**src/rtl/instr_sequencer_if.sv**
```systemverilog
// Handshake and control bundle between the fetch/execute sequencer and the CPU datapath.
// master is the sequencer side; slave is the datapath/memory side.
interface instr_sequencer_if #(
  parameter int unsigned CNT_W = 16
);
  logic             run;
  logic             halt_req;
  logic             instr_valid;
  logic [7:0]       instr_data;
  logic             data_valid;
  logic             instr_req;
  logic             data_req;
  logic [7:0]       ir;
  logic [7:0]       reg_read_en;
  logic [7:0]       reg_write_en;
  logic             reg_pc_read_en;
  logic             reg_pc_write_en;
  logic             pc_inc;
  logic             instr_done;
  logic             illegal_op;
  logic             bus_error;
  logic             busy;
  logic [CNT_W-1:0] retired;

  modport master (
    input  run, halt_req, instr_valid, instr_data, data_valid,
    output instr_req, data_req, ir, reg_read_en, reg_write_en, reg_pc_read_en,
           reg_pc_write_en, pc_inc, instr_done, illegal_op, bus_error, busy, retired
  );

  modport slave (
    output run, halt_req, instr_valid, instr_data, data_valid,
    input  instr_req, data_req, ir, reg_read_en, reg_write_en, reg_pc_read_en,
           reg_pc_write_en, pc_inc, instr_done, illegal_op, bus_error, busy, retired
  );
endinterface

```
**src/rtl/instr_sequencer.sv**
```systemverilog
// Multi-cycle fetch/execute controller for the 8-register accumulator CPU.
// Enables and pulses are decoded from state and IR; state, IR, wait counter and retired are registered.
module instr_sequencer #(
  parameter int unsigned TIMEOUT = 15,
  parameter int unsigned CNT_W   = 16
) (
  input  logic               clk,
  input  logic               rst_n,
  instr_sequencer_if.master  bus
);

  localparam int unsigned WAIT_W = 8;

  localparam logic [4:0] OP_NOP   = 5'h00;
  localparam logic [4:0] OP_ADD   = 5'h01;
  localparam logic [4:0] OP_SH    = 5'h02;
  localparam logic [4:0] OP_AND   = 5'h03;
  localparam logic [4:0] OP_OR    = 5'h04;
  localparam logic [4:0] OP_XOR   = 5'h05;
  localparam logic [4:0] OP_CPY   = 5'h06;
  localparam logic [4:0] OP_LB    = 5'h07;
  localparam logic [4:0] OP_CPYPC = 5'h08;
  localparam logic [4:0] OP_ADDI  = 5'h09;
  localparam logic [4:0] OP_SHI   = 5'h0A;
  localparam logic [4:0] OP_NOT   = 5'h0B;
  localparam logic [4:0] OP_JMP   = 5'h0C;
  localparam logic [4:0] OP_HALT  = 5'h1F;

  typedef enum logic [2:0] {
    S_IDLE,
    S_FETCH,
    S_EXEC,
    S_MEM_WAIT,
    S_HALTED
  } state_t;

  state_t            state;
  state_t            state_nxt;
  logic [7:0]        ir_q;
  logic [WAIT_W-1:0] wait_cnt;
  logic [CNT_W-1:0]  retired_q;

  logic [4:0] opcode;
  logic [7:0] r_oh;
  logic       ir_load;
  logic       wait_clr;
  logic       wait_inc;
  logic       instr_req;
  logic       data_req;
  logic [7:0] rd_en;
  logic [7:0] wr_en;
  logic       pc_rd;
  logic       pc_wr;
  logic       pc_inc;
  logic       done;
  logic       illegal;
  logic       berr;

  assign opcode = ir_q[7:3];
  assign r_oh   = 8'h01 << ir_q[2:0];

  // Next-state and per-cycle enable decode
  always_comb begin
    state_nxt = state;
    ir_load   = 1'b0;
    wait_clr  = 1'b0;
    wait_inc  = 1'b0;
    instr_req = 1'b0;
    data_req  = 1'b0;
    rd_en     = 8'h00;
    wr_en     = 8'h00;
    pc_rd     = 1'b0;
    pc_wr     = 1'b0;
    pc_inc    = 1'b0;
    done      = 1'b0;
    illegal   = 1'b0;
    berr      = 1'b0;

    case (state)
      S_IDLE, S_HALTED: begin
        if (bus.run) state_nxt = S_FETCH;
      end
      S_FETCH: begin
        instr_req = 1'b1;
        if (bus.instr_valid) begin
          ir_load   = 1'b1;
          pc_inc    = 1'b1;
          state_nxt = S_EXEC;
        end
      end
      S_EXEC: begin
        done = 1'b1;
        case (opcode)
          OP_NOP: ;
          OP_ADD, OP_SH, OP_AND, OP_OR, OP_XOR: begin
            rd_en = r_oh;
            wr_en = 8'h01;
          end
          OP_CPY: begin
            rd_en = 8'h01;
            wr_en = r_oh;
          end
          OP_LB: begin
            rd_en    = r_oh;
            data_req = 1'b1;
            done     = 1'b0;
            wait_clr = 1'b1;
          end
          OP_CPYPC: begin
            pc_rd = 1'b1;
            wr_en = r_oh;
          end
          OP_ADDI, OP_SHI, OP_NOT: wr_en = 8'h01;
          OP_JMP: begin
            rd_en = r_oh;
            pc_wr = 1'b1;
          end
          OP_HALT: ;
          default: illegal = 1'b1;
        endcase
        if (opcode == OP_LB)        state_nxt = S_MEM_WAIT;
        else if (opcode == OP_HALT) state_nxt = S_HALTED;
        else                        state_nxt = bus.halt_req ? S_IDLE : S_FETCH;
      end
      S_MEM_WAIT: begin
        data_req = 1'b1;
        // Returning data takes priority over a coincident timeout
        if (bus.data_valid) begin
          wr_en     = 8'h01;
          done      = 1'b1;
          state_nxt = bus.halt_req ? S_IDLE : S_FETCH;
        end else if (wait_cnt == WAIT_W'(TIMEOUT - 1)) begin
          berr      = 1'b1;
          state_nxt = S_IDLE;
        end else begin
          wait_inc = 1'b1;
        end
      end
      default: state_nxt = S_IDLE;
    endcase
  end

  // State, IR, LB wait counter and saturating retire counter
  always_ff @(posedge clk or negedge rst_n) begin
    if (!rst_n) begin
      state     <= S_IDLE;
      ir_q      <= 8'h00;
      wait_cnt  <= '0;
      retired_q <= '0;
    end else begin
      state <= state_nxt;
      if (ir_load) ir_q <= bus.instr_data;
      if (wait_clr)      wait_cnt <= '0;
      else if (wait_inc) wait_cnt <= wait_cnt + WAIT_W'(1);
      if (done && (retired_q != {CNT_W{1'b1}})) retired_q <= retired_q + CNT_W'(1);
    end
  end

  assign bus.instr_req       = instr_req;
  assign bus.data_req        = data_req;
  assign bus.ir              = ir_q;
  assign bus.reg_read_en     = rd_en;
  assign bus.reg_write_en    = wr_en;
  assign bus.reg_pc_read_en  = pc_rd;
  assign bus.reg_pc_write_en = pc_wr;
  assign bus.pc_inc          = pc_inc;
  assign bus.instr_done      = done;
  assign bus.illegal_op      = illegal;
  assign bus.bus_error       = berr;
  assign bus.busy            = (state != S_IDLE) && (state != S_HALTED);
  assign bus.retired         = retired_q;

endmodule
```
**src/flat_wrapper.sv**
```systemverilog
// flat-port wrapper written by rule: the top's interface ports become plain ports
module instr_sequencer_flat 
#(
  parameter int unsigned TIMEOUT = 15,
  parameter int unsigned CNT_W   = 16
)
  (clk, rst_n, bus_run, bus_halt_req, bus_instr_valid, bus_instr_data, bus_data_valid, bus_instr_req, bus_data_req, bus_ir, bus_reg_read_en, bus_reg_write_en, bus_reg_pc_read_en, bus_reg_pc_write_en, bus_pc_inc, bus_instr_done, bus_illegal_op, bus_bus_error, bus_busy, bus_retired);
  instr_sequencer_if #(.CNT_W(CNT_W)) bus_i ();
  input  logic clk;
  input  logic rst_n;
  input wire logic [$bits(bus_i.run)-1:0] bus_run;
  input wire logic [$bits(bus_i.halt_req)-1:0] bus_halt_req;
  input wire logic [$bits(bus_i.instr_valid)-1:0] bus_instr_valid;
  input wire logic [$bits(bus_i.instr_data)-1:0] bus_instr_data;
  input wire logic [$bits(bus_i.data_valid)-1:0] bus_data_valid;
  output wire logic [$bits(bus_i.instr_req)-1:0] bus_instr_req;
  output wire logic [$bits(bus_i.data_req)-1:0] bus_data_req;
  output wire logic [$bits(bus_i.ir)-1:0] bus_ir;
  output wire logic [$bits(bus_i.reg_read_en)-1:0] bus_reg_read_en;
  output wire logic [$bits(bus_i.reg_write_en)-1:0] bus_reg_write_en;
  output wire logic [$bits(bus_i.reg_pc_read_en)-1:0] bus_reg_pc_read_en;
  output wire logic [$bits(bus_i.reg_pc_write_en)-1:0] bus_reg_pc_write_en;
  output wire logic [$bits(bus_i.pc_inc)-1:0] bus_pc_inc;
  output wire logic [$bits(bus_i.instr_done)-1:0] bus_instr_done;
  output wire logic [$bits(bus_i.illegal_op)-1:0] bus_illegal_op;
  output wire logic [$bits(bus_i.bus_error)-1:0] bus_bus_error;
  output wire logic [$bits(bus_i.busy)-1:0] bus_busy;
  output wire logic [$bits(bus_i.retired)-1:0] bus_retired;
  assign bus_i.run = bus_run;
  assign bus_i.halt_req = bus_halt_req;
  assign bus_i.instr_valid = bus_instr_valid;
  assign bus_i.instr_data = bus_instr_data;
  assign bus_i.data_valid = bus_data_valid;
  assign bus_instr_req = bus_i.instr_req;
  assign bus_data_req = bus_i.data_req;
  assign bus_ir = bus_i.ir;
  assign bus_reg_read_en = bus_i.reg_read_en;
  assign bus_reg_write_en = bus_i.reg_write_en;
  assign bus_reg_pc_read_en = bus_i.reg_pc_read_en;
  assign bus_reg_pc_write_en = bus_i.reg_pc_write_en;
  assign bus_pc_inc = bus_i.pc_inc;
  assign bus_instr_done = bus_i.instr_done;
  assign bus_illegal_op = bus_i.illegal_op;
  assign bus_bus_error = bus_i.bus_error;
  assign bus_busy = bus_i.busy;
  assign bus_retired = bus_i.retired;
  instr_sequencer #(.TIMEOUT(TIMEOUT), .CNT_W(CNT_W)) u_core (.clk(clk), .rst_n(rst_n), .bus(bus_i));
endmodule
```
**config.mk**
```make
export PLATFORM = sky130hd
export DESIGN_NAME = instr_sequencer_flat
export DESIGN_NICKNAME = d
export VERILOG_FILES = /design/src/rtl/instr_sequencer_if.sv /design/src/rtl/instr_sequencer.sv /design/src/flat_wrapper.sv
export SDC_FILE = /design/constraint.sdc
export NUM_CORES = 1
export LEC_CHECK = 0
export ABC_CLOCK_PERIOD_IN_PS = 2680
export CAP_MARGIN = 20
export CORE_AREA = 4 4 71 73
export DETAILED_ROUTE_END_ITERATION = 16
export DIE_AREA = 0 0 75 77
export PLACE_DENSITY = 0.82
export SYNTH_ARGS = -nofsm -noshare
export SYNTH_HDL_FRONTEND = slang
export SYNTH_SLANG_ARGS = --single-unit
```
**constraint.sdc**
```tcl
create_clock -name clk -period 2.68 [get_ports clk]
set_input_delay 0.536 -clock clk [delete_from_list [all_inputs] [get_ports clk]]
set_output_delay 0.536 -clock clk [all_outputs]
set_load 0.02 [all_outputs]
```
==> flow_summary.json <==
{
  "global_route.usage.total": 0.206,
  "power_density_over_the_cells_nw_per_um2": 901,
  "maximum_clock_frequency_ghz": 0.388,
  "areaGrowthSynthToFinish_pct": 39.2,
  "clk_pin_slew_worst_paths_ns": 0.08,
  "antenna_nets_post_route": 0,
  "cell_rows": 24,
  "worst_setup_path_end_kind": "primary output",
  "rsz_0062_raised_after_global_routing": "false",
  "main_area_contributors_after_synthesis": "dfrtp_1, xor2_1, nor2_1",
  "detail_route.wl_per_cell_um": 15.6,
  "antenna_cells": 0,
  "synth_fp_nets": 239,
  "clock_power_share": 0.161,
  "design.core.area_um2": 4350,
  "internal_power_mw": 1.54,
  "timing_worst_slew_pin_value_ns": 0.573,
  "critical_path.startpoint_type": "flop",
  "initial_core_util": 0.495,
  "synth_edf_count": 0,
  "max_slew_vio_count": 0,
  "power_switching_mw": 1.16,
  "firstDrtPassIters": 4,
  "power_leakage_nw": 1.42,
  "combPwrFrac": 0.518,
  "cp_top_family": "buffers and inverters",
  "maximum_fanout_along_the_worst_path": 9,
  "totalNegativeSetupSlack_ns": 0,
  "clock_latency_ns": 0.30,
  "timing.final.crit_share": 0.960,
  "layout_cell_share_with_drive_strength_beyond_1": 0.153,
  "hpwlAfterDp_um": 4160,
  "ys_seq_elements": 35,
  "route.final.wire_length_um": 5500,
  "wire_length_of_the_first_global_routing_pass_um": 9290,
  "drtIter0Drc": 67,
  "status": "complete, no violations",
  "clk_path_buf_depth": 2,
  "min_path_type": "reg2reg",
  "cp.arrival_ns": 2.04,
  "hold_violations": 0,
  "synth.avg_cell_area_um2": 9.71,
  "cts_tree": "built",
  "yosys_warnings": 0,
  "drc": 0,
  "top_level_ports": 63,
  "synthDominantCellAreaShare": 0.406,
  "gp_routability_congestion": 0.876,
  "worst_path_largest_cell_delay_ns": 0.59,
  "critical_path.cell_chain": "buf_4 > nand4b_2 > nor2_1 > o21a_1 > clkdlybuf4s50_1",
  "clock_sinks": 35,
  "most_frequent_standard_cell_in_the_layout_excluding_fill_and_tap_cells": "clkdlybuf4s50_1",
  "power.share.sequential": 0.321,
  "yosysSeqAreaShare": 0.406,
  "vdd_drop_max_v": 0.000696,
  "yosys_most_used_dff": "dfrtp_1",
  "post-route-min-period_ns": 2.57,
  "cts_made_buffers": 5,
  "grt_overflow_total": 0,
  "io_buffers": 62,
  "antenna_violations_before_repair": 0,
  "synth_async_sr_flop_share": 1.00,
  "timing.clock.skew_ns": 0.0112,
  "cp_class": "reg2out",
  "cpMaxStageDelayCell": "clkdlybuf4s50_1",
  "critPathBufInv": 2,
  "die_w_um": 75,
  "synthesis.area_um2": 2160,
  "htree_num_levels": 2,
  "leading_cell_types_in_the_layout_fill_and_taps_excluded": "clkdlybuf4s50_1, dfrtp_1, nor2_1, nand2_1, xor2_1",
  "finish.net_count": 316,
  "worst_slew_margin_rel": 0.615,
  "yosysUniqueCellTypes": 56,
  "cts_hold_buffers": 0,
  "die_h_um": 77,
  "clk_tree_root_cell": "clkbuf_8",
  "worstPathRequired_ns": 2.14,
  "finalSetupViolCount": 0,
  "floorplan.die_area_um2": 5780,
  "drv_cap": 0,
  "first_global_vias": 1953,
  "synth_top_area_cell": "dfrtp_1",
  "cts.repair_timing.setup_buffer_count": 0,
  "vias_per_cell": 5.60,
  "routed-via-count": 1971,
  "power.switching_fraction": 0.429,
  "postSynthCellCount": 222,
  "grt_max_degree": 36,
  "postLayoutCoreUtil": 0.689
}
## synthesized netlist by cell type (2+ instances only)
master    count
a21oi_1       3
and2_1        2
and3_1        5
buf_2         3
buf_6         2
dfrtp_1      35
ha_1          3
inv_1         3
inv_2         4
mux2_1        8
nand2_1      21
nand2b_1      4
nand3_1       5
nand3b_1      3
nand4_1       7
nor2_1       28
nor2b_1       3
nor3_1       12
nor3b_1       2
nor4_1        3
nor4_2        4
o211ai_1      2
o21ai_0       2
o21ai_1       7
o311ai_1      2
or3b_1        2
xor2_1       18
## final cells by class
type,instances,area [µm²]
fillers,344,1350
multi-input cells,173,1210
flip-flops and latches,35,877
clock buffers,8,100
repair buffers,77,718
well taps,52,65.1
inverters,7,26.3
## timing repair
action	4_1_cts	5_1_grt
pin swaps	0	0
endpoints found under the setup margin	17	6
hold endpoints to repair	0	0
gates resized for setup	17	9
## per-stage QoR
| step | cell area, µm² | total power, mW | hold WS, ns | std cells | setup WS (ns) |
|---|---|---|---|---|---|
| finish | 3000 | 2.70 | 0.509 | 352 | 0.106 |
| detailed placement | 2910 | 2.27 | 0.501 | 344 | -0.0508 |
| floorplan | 2160 | 1.67 | 0.240 | 222 | 0.205 |
| global route | 3000 | 2.88 | 0.543 | 352 | 0.00275 |
| CTS | 2990 | 2.72 | 0.512 | 352 | 0.0395 |
| global placement | 2910 | 2.24 | 0.485 | 344 | -0.0384 |
## sequential cells by signal, indices dropped and copies added (netlist names)
register,count
u_core.bus.ir,8
u_core.wait_cnt,8
u_core.bus.retired,16
u_core.state,3
## layer usage
layer	vias up	track usage	routed length [µm]
li1	954	-	-
met1	954	0.268	2360
met2	54	0.332	2780
met3	9	0.0458	273
met4	0	0.0694	87
met5	-	0	0
## power groups by stage
stage | Clock (mW) | Sequential [mW] | Combinational [mW]
after floorplan | 0 | 0.976 | 0.698
after global placement | 0 | 0.864 | 1.38
after detailed placement | 0 | 0.868 | 1.40
after CTS | 0.442 | 0.863 | 1.41
after global routing | 0.463 | 0.898 | 1.52
final | 0.435 | 0.868 | 1.40
## final timing paths
path                                         from                endpoint  slack [ns]  cells past startpoint
setup reg to reg            u_core.bus.retired[0]   u_core.bus.retired[1]        0.57                      5
hold reg to reg            u_core.bus.retired[11]  u_core.bus.retired[11]        0.51                      1
hold / removal             u_core.bus.retired[11]  u_core.bus.retired[11]        0.51                      1
setup / recovery                 u_core.bus.ir[6]            bus_data_req        0.11                      5
min in group asynchronous                   rst_n   u_core.bus.retired[7]        0.66                      2
max in group asynchronous                   rst_n        u_core.bus.ir[7]        1.69                      2
## cells by family (layout without fill, tap and decap cells)
group                    Yosys count  in the layout  synth area share
AND/OR/NAND/NOR                  114            114             0.313
flip-flops                        35             35             0.406
AO/OA/AOI/OAI                     30             30             0.114
XOR/XNOR                          18             18            0.0731
buffers and inverters             14             92            0.0348
multiplexers                       8              8            0.0418
adder cells (fa/ha/maj)            3              3            0.0174
(Power assumes the default switching activity.)
